==> src/rtl/imem_access_controller.sv <==
`default_nettype none
// ============================================================================
// Module : imem_access_controller
// Brief  : Arbitrates fetch reads and loader writes onto a byte-wide
//          instruction memory, four big-endian byte beats per word.
// Rev    : 1.0  initial release
// ============================================================================

module imem_access_controller #(
   parameter int ADDR_BITS = 8
) (
   input  logic                 clk,
   input  logic                 rst_n,

   input  logic                 f_req_valid,
   output logic                 f_req_ready,
   input  logic [63:0]          f_req_addr,
   output logic                 f_rsp_valid,
   input  logic                 f_rsp_ready,
   output logic [31:0]          f_rsp_instr,
   output logic                 f_rsp_err,

   input  logic                 l_req_valid,
   output logic                 l_req_ready,
   input  logic [63:0]          l_req_addr,
   input  logic [31:0]          l_req_data,
   output logic                 l_rsp_valid,
   input  logic                 l_rsp_ready,
   output logic                 l_rsp_err,

   output logic [ADDR_BITS-1:0] mem_addr,
   output logic                 mem_we,
   output logic [7:0]           mem_wdata,
   input  logic [7:0]           mem_rdata
);

   typedef enum logic [1:0] {
      IDLE = 2'd0,
      BEAT = 2'd1,
      RESP = 2'd2
   } state_t;

   // Highest legal word base: the last four bytes of the memory.
   localparam logic [ADDR_BITS-1:0] MAX_BASE = {{(ADDR_BITS-2){1'b1}}, 2'b00};

   state_t               state;
   state_t               state_nxt;
   logic                 last_loader;
   logic [1:0]           beat;
   logic [ADDR_BITS-1:0] base;
   logic [31:0]          wdata_word;
   logic                 owner_loader;
   logic                 err;
   logic [31:0]          instr;

   logic                 grant_f;
   logic                 grant_l;
   logic                 accept;
   logic                 sel_loader;
   logic [63:0]          sel_addr;
   logic                 in_range;
   logic                 rsp_done;

   // Arbitration, range check and next-state decode.
   always_comb begin
      grant_f    = f_req_valid && (!l_req_valid || last_loader);
      grant_l    = l_req_valid && (!f_req_valid || !last_loader);
      f_req_ready = (state == IDLE) && grant_f;
      l_req_ready = (state == IDLE) && grant_l;
      accept     = f_req_ready || l_req_ready;
      sel_loader = l_req_ready;
      sel_addr   = sel_loader ? l_req_addr : f_req_addr;
      in_range   = (sel_addr[63:ADDR_BITS] == '0) &&
                   (sel_addr[ADDR_BITS-1:0] <= MAX_BASE);
      rsp_done   = owner_loader ? l_rsp_ready : f_rsp_ready;

      state_nxt = state;
      case (state)
         IDLE:    if (accept) state_nxt = in_range ? BEAT : RESP;
         BEAT:    if (beat == 2'd3) state_nxt = RESP;
         RESP:    if (rsp_done) state_nxt = IDLE;
         default: state_nxt = IDLE;
      endcase
   end

   // Memory port and response outputs.
   always_comb begin
      mem_addr  = '0;
      mem_we    = 1'b0;
      mem_wdata = 8'h00;
      if (state == BEAT) begin
         mem_addr = base + {{(ADDR_BITS-2){1'b0}}, beat};
         mem_we   = owner_loader;
         if (owner_loader) begin
            case (beat)
               2'd0:    mem_wdata = wdata_word[31:24];
               2'd1:    mem_wdata = wdata_word[23:16];
               2'd2:    mem_wdata = wdata_word[15:8];
               default: mem_wdata = wdata_word[7:0];
            endcase
         end
      end

      f_rsp_valid = (state == RESP) && !owner_loader;
      l_rsp_valid = (state == RESP) && owner_loader;
      f_rsp_err   = f_rsp_valid && err;
      l_rsp_err   = l_rsp_valid && err;
      f_rsp_instr = instr;
   end

   always_ff @(posedge clk or negedge rst_n) begin
      if (!rst_n) begin
         state <= IDLE;
      end else begin
         state <= state_nxt;
      end
   end

   always_ff @(posedge clk or negedge rst_n) begin
      if (!rst_n) begin
         last_loader  <= 1'b1;
         beat         <= 2'd0;
         base         <= '0;
         wdata_word   <= 32'h0;
         owner_loader <= 1'b0;
         err          <= 1'b0;
         instr        <= 32'h0;
      end else begin
         case (state)
            IDLE: begin
               if (accept) begin
                  last_loader  <= sel_loader;
                  owner_loader <= sel_loader;
                  base         <= sel_addr[ADDR_BITS-1:0];
                  wdata_word   <= l_req_data;
                  err          <= !in_range;
                  beat         <= 2'd0;
                  if (!sel_loader) begin
                     instr <= 32'h0;
                  end
               end
            end
            BEAT: begin
               // Counter wraps to 0 after the fourth beat.
               beat <= beat + 2'd1;
               if (!owner_loader) begin
                  case (beat)
                     2'd0:    instr[31:24] <= mem_rdata;
                     2'd1:    instr[23:16] <= mem_rdata;
                     2'd2:    instr[15:8]  <= mem_rdata;
                     default: instr[7:0]   <= mem_rdata;
                  endcase
               end
            end
            default: ;
         endcase
      end
   end

endmodule

`default_nettype wire
==> config.mk <==
export PLATFORM = sky130hd
export DESIGN_NAME = imem_access_controller
export DESIGN_NICKNAME = d
export VERILOG_FILES = /design/src/rtl/imem_access_controller.sv
export SDC_FILE = /design/constraint.sdc
export NUM_CORES = 1
export LEC_CHECK = 0
export ABC_AREA = 1
export BUFFER_PORTS_ARGS = -buffer_cell sky130_fd_sc_hd__buf_2
export CAP_MARGIN = 10
export CORE_MARGIN = 3
export CORE_UTILIZATION = 40
export DETAILED_ROUTE_END_ITERATION = 8
export GPL_TIMING_DRIVEN = 0
export HOLD_SLACK_MARGIN = 0.05
export PLACE_DENSITY = 0.76
export SYNTH_ARGS = -nofsm -noshare
export SYNTH_HDL_FRONTEND = slang
export SYNTH_SLANG_ARGS = --single-unit
==> constraint.sdc <==
create_clock -name clk -period 1.7 [get_ports clk]
set_input_delay 0.34 -clock clk [delete_from_list [all_inputs] [get_ports clk]]
set_output_delay 0.34 -clock clk [all_outputs]
set_load 0.03 [all_outputs]
Word level (Yosys, flattened, before mapping)
Index checks and enable logic that the tools add are counted.
{ "totals": {"elab_cells": 79, "reg_bits": 79, "output_inout_bits": 55} }
{ "classes": {"reduce_logical": 29, "mux": 22, "n_lt_le_gt_ge": 1, "eq_ne": 14, "n_addsub": 2} }
{ "op_table": {"columns": ["cell", "count"], "rows": [
  ["two-way mux 32 bit", 3],
  ["two-way mux 64 bit", 1],
  ["case mux 32 bit (2 select lines)", 1],
  ["logical NOT 56 bit", 1],
  ["two-way mux 8 bit", 7],
  ["case mux 8 bit (3 select lines)", 1],
  ["AND reduction 5 bit", 4],
  ["!= test 2 bit (second input constant)", 6],
  ["two-way mux 2 bit", 5],
  ["logical AND 1 bit", 9],
  ["adder 8 x 2 -> 8 bit", 1],
  ["less-or-equal comparator 8 bit (second input constant)", 1],
  ["equality test 2 bit (second input constant)", 3],
  ["!= test 2 x 1 -> 1 bit (second input constant)", 3],
  ["case mux 2 bit (3 select lines)", 1],
  ["logical NOT 1 bit", 5],
  ["equality test 2 x 1 -> 1 bit (second input constant)", 2],
  ["logical NOT 2 bit", 2],
  ["case mux 2 bit (2 select lines)", 1],
  ["AND reduction 2 bit", 2],
  ["logical OR 1 bit", 3],
  ["AND reduction 3 bit", 1],
  ["OR reduction 3 bit", 1],
  ["adder 2 x 1 -> 2 bit (second input constant)", 1],
  ["2 further kinds", 3]
]} }

Longest topological paths before layout
{ "depth": {"depth_word": 10, "mapped_depth": 11, "mapped_depth_nobuf": 11} }

Worst setup path before layout
Ideal clock, no wire load.
{ "synth_timing": {"path_type": "register to output", "startpoint": "reg state[1]", "endpoint": "out mem_wdata[0]", "stages_incl_launch_ff": 6, "n_path_buf": 0, "slack_ns": -0.524, "arrival_ns": 1.884, "path_cell_list": "dfrtp_1 nor2_2 inv_2 nor2_2 o21ai_0 a31oi_1"} }
{ "synth_between": {"elab_chain_len": 2} }
{ "synth_lines": {"columns": ["item", "line_no", "source"], "rows": [
  ["from (decl)", "46", "state_t state;"],
  ["from (signal assigned)", "115", "state <= state_nxt;"],
  ["equality test 2 x 1 -> 1 bit", "91", "if (state == BEAT) begin"],
  ["two-way mux 8 bit", "91", null],
  ["to (decl)", "33", "output logic [7:0] mem_wdata,"]
]} }
No other way between the ends.

Worst setup path after layout
{ "layout_timing": {"startpoint": "reg beat[0]", "endpoint": "out mem_addr[6]"} }
{ "layout_between": {"elab_chain_len": 2} }
{ "layout_lines": {"columns": ["item", "line_no", "source"], "rows": [
  ["from (decl)", "49", "logic [1:0] beat;"],
  ["from (signal assigned)", "145", "beat <= beat + 2'd1;"],
  ["adder 8 x 2 -> 8 bit", "92", "mem_addr = base + {{(ADDR_BITS-2){1'b0}}, beat};"],
  ["two-way mux 8 bit", "91", null],
  ["to (decl)", "31", "output logic [ADDR_BITS-1:0] mem_addr,"]
]} }
No other way between the ends.

==> flow_summary_export.csv <==
group,metric,value,unit
setup_path,critical-path-top-delay-family,"adder cells",
run,cap_violations,0,
clocking,clk_pin_slew,90,ps
synthesis,ys_ff_latch,79,
cells_and_area,syn2layout_area_growth,83.29,%
routing,num_vias,5629,
cells_and_area,fillers,595,
timing,period_share,1.420,
routing,ant_nets,0,
clocking,clock-sinks,79,
floorplanning,core-area,0.009864,sq mm
setup_path,path_cells,"ha_4, fa_2, nand2_2, nor3_4, nand2_2, o21ai_2, a21oi_2, buf_6",
cells_and_area,final_nets,1073,
power,finalPower,9.716,mW
synthesis,synth_cells,564,
timing,min_period,2415,ps
routing,firstDrtPassIters,5,
routing,vias_per_cell,5.470,
clocking,clk_latency,370,ps
timing,slew-limit-headroom,0.6454,
global_route,grt_max_degree,42,
synthesis,synth.avg_cell_area,7.288,sq um
synthesis,synth_nets,746,
clocking,clockBufferDepth,2,
setup_path,worstPathRequired,1360,ps
run_status,outcome,"finished with violations",
floorplanning,die_h,107.4,um
timing,fin_worst_skew,11.10,ps
synthesis,synth-seq-area-share,0.4813,
clocking,cts_root_buf,"clkbuf_8",
routing,avgRoutedWirePerCell,19.15,um
setup_path,cp.buffers_inverters,1,
global_route,antenna_found_initial,0,
hold_path,hold_path.class,"in2reg",
global_route,grt_pass1_wl,25070,um
timing,rsz0062_at_grt,"yes",
floorplanning,fp.dieW,107.4,um
synthesis,synth_ff_type,"dfrtp_1",
global_route,grt-ovfl-total,0,
run_status,violations,"negative setup slack",
setup_path,arrival,2070,ps
synthesis,synthTopCellsByCount,"nand2_1, nor2_1, dfrtp_1",
power,powerDensity,1290,mW/mm^2
routing,drc,0,
clocking,ctsHtreeMaxLevel,3,
routing,drt_iter0_markers,649,
setup_path,cp-end-kind,"output pin",
routing,drt-total-wl,19710,um
cells_and_area,diodes,0,
floorplanning,floorplan.initialDensity,0.4167,
global_route,track_usage,0.2761,
clocking,cts_buffers,9,
global_route,grt_pass1_vias,5116,
cells_and_area,layout-drive-gt1-share,0.5469,
floorplanning,pin_count,229,
setup_path,max_stage_delay,440,ps
setup_path,start_kind,"register",
synthesis,synth_area_leader_cell,"dfrtp_1",
floorplanning,design.die.area,0.01153,sq mm
placed_design,dp_hpwl,10650,um
synthesis,async_flop_share,1.000,
synthesis,yosysUniqueCellTypes,27,
timing,drv_slew,0,
timing,hold_viol,0,
setup_path,cpMaxStageDelayCell,"dfrtp_1",
synthesis,synth_edf_count,0,
synthesis,synth_top_area_share,0.4749,
timing,setup_viol,96,
setup_path,cpMostUsedCell,"nand2_2",
floorplanning,fp-row-count,36,
setup_path,cp_max_fo,3,
power,peakVddDrop,0.0007192,V
placed_design,place.gp.congestion,0.9325,
timing,layout_setup_ws,-714.7,ps
setup_path,criticalPathCategory,"reg2out",
placed_design,portBuffers,228,
timing,fmax,414.1,MHz
timing,max_slew.worst_pin.slew,531.9,ps
synthesis,synthesis.area,0.004110,sq mm
synthesis,synth.most_common_cell,"nand2_1",
synthesis,synth.top_cells.by_area,"dfrtp_1, nand2_1, nor2_1",
clocking,cts_tree,"built",
power,p_leak,3.801,nW
placed_design,place_ws,-474.2,ps
synthesis,ys_warn_count,0,
==> stage by stage <==
step	hold slack (ps)	util	setup TNS (ps)	cells	area, sq um
after floorplan	44.41	-	-2718	564	4193
after global placement	452.4	0.5576	-26760	925	5500
after detailed placement	344.9	0.5599	-12870	926	5523
after CTS	169.1	0.6814	-9440	1004	6721
after global routing	174.9	0.7637	-26140	1029	7533
final	160.8	0.7637	-22170	1029	7533
==> logic make-up (layout without fill, tap and decap cells) <==
logic type,Yosys count,count (layout),synth area share
DFF,79,79,0.4813
and+or+nand+nor,358,359,0.3510
buffers and inverters,35,366,0.03531
AOI/OAI and AO/OA,84,84,0.1062
adders and majority gates,8,8,0.02618
==> final timing paths <==
| check | start | cells after the start | slack, ps | endpoint |
|---|---|---|---|---|
| setup / recovery | beat[0] | 8 | -710 | mem_addr[6] |
| hold / removal | l_req_data[12] | 3 | 160 | wdata_word[12] |
| setup reg to reg | beat[0] | 13 | -480 | f_rsp_instr[18] |
| hold reg to reg | f_rsp_instr[28] | 2 | 490 | f_rsp_instr[28] |
| max in group asynchronous | rst_n | 3 | 590 | beat[1] |
| min in group asynchronous | rst_n | 2 | 480 | f_rsp_instr[14] |
==> routing by layer <==
layer | global-route usage | share of wire | vias to the layer above
met2 | 0.4875 | 0.50 | 428
li1 | - | - | 2452
met1 | 0.3416 | 0.35 | 2636
met4 | 0.07845 | 0.052 | 0
met5 | 0 | 0 | -
met3 | 0.05699 | 0.097 | 113
==> worst min-delay path, cell delays in order <==
cell and delay [ps]:
buf_2 80, nand2_2 40, nand2_1 40
==> sequential cells by signal (all words and copies together) (netlist names) <==
register      count
base              8
err               1
state             2
last_loader       1
wdata_word       32
beat              2
f_rsp_instr      32
owner_loader      1
==> power breakdown <==
part	switching [mW]	internal, mW	total (mW)
registers	0.512	2.41	2.92
clock network	0.738	0.719	1.46
logic	2.88	2.46	5.33
==> cell usage in the layout (no fill, tap or decap), types with 4 or more instances in the layout <==
cell,count
nor2_4,13
nor2_2,4
a31oi_1,4
dfrtp_1,74
o21ai_0,4
buf_8,10
buf_6,63
o21ai_1,39
a21oi_4,4
nor2_1,81
ha_4,6
nand2_4,13
nand2_2,44
a31oi_2,8
clkbuf_16,5
nand2_1,188
buf_4,43
buf_12,5
buf_2,204
a21oi_2,10
o21ai_2,11
clkbuf_8,10
inv_1,7
dfrtp_2,4
==> repair_timing <==
action / CTS / global route
endpoints found under the hold margin: 37 / 0
endpoints found under the setup margin: 64 / 96
pin swaps: 37 / 61
gates resized for setup: 160 / 162
buffers inserted: 61 / 24
hold buffers: 1 / 0
cloned: 4 / 7
==> final cells by class <==
| class | count | area (sq um) | share of cell area |
|---|---|---|---|
| buffer | 14 | 170.2 | 0.02259 |
| tap | 133 | 166.4 | 0.02209 |
| clock buffer | 11 | 141.4 | 0.01877 |
| clock inverter | 5 | 57.56 | 0.007640 |
| inverter | 17 | 103.9 | 0.01379 |
| timing repair buffer | 319 | 2281 | 0.3028 |
| multi-input combinational | 451 | 2630 | 0.3491 |
| sequential | 79 | 1983 | 0.2632 |
No activity file was read; power rests on OpenSTA's default activity.
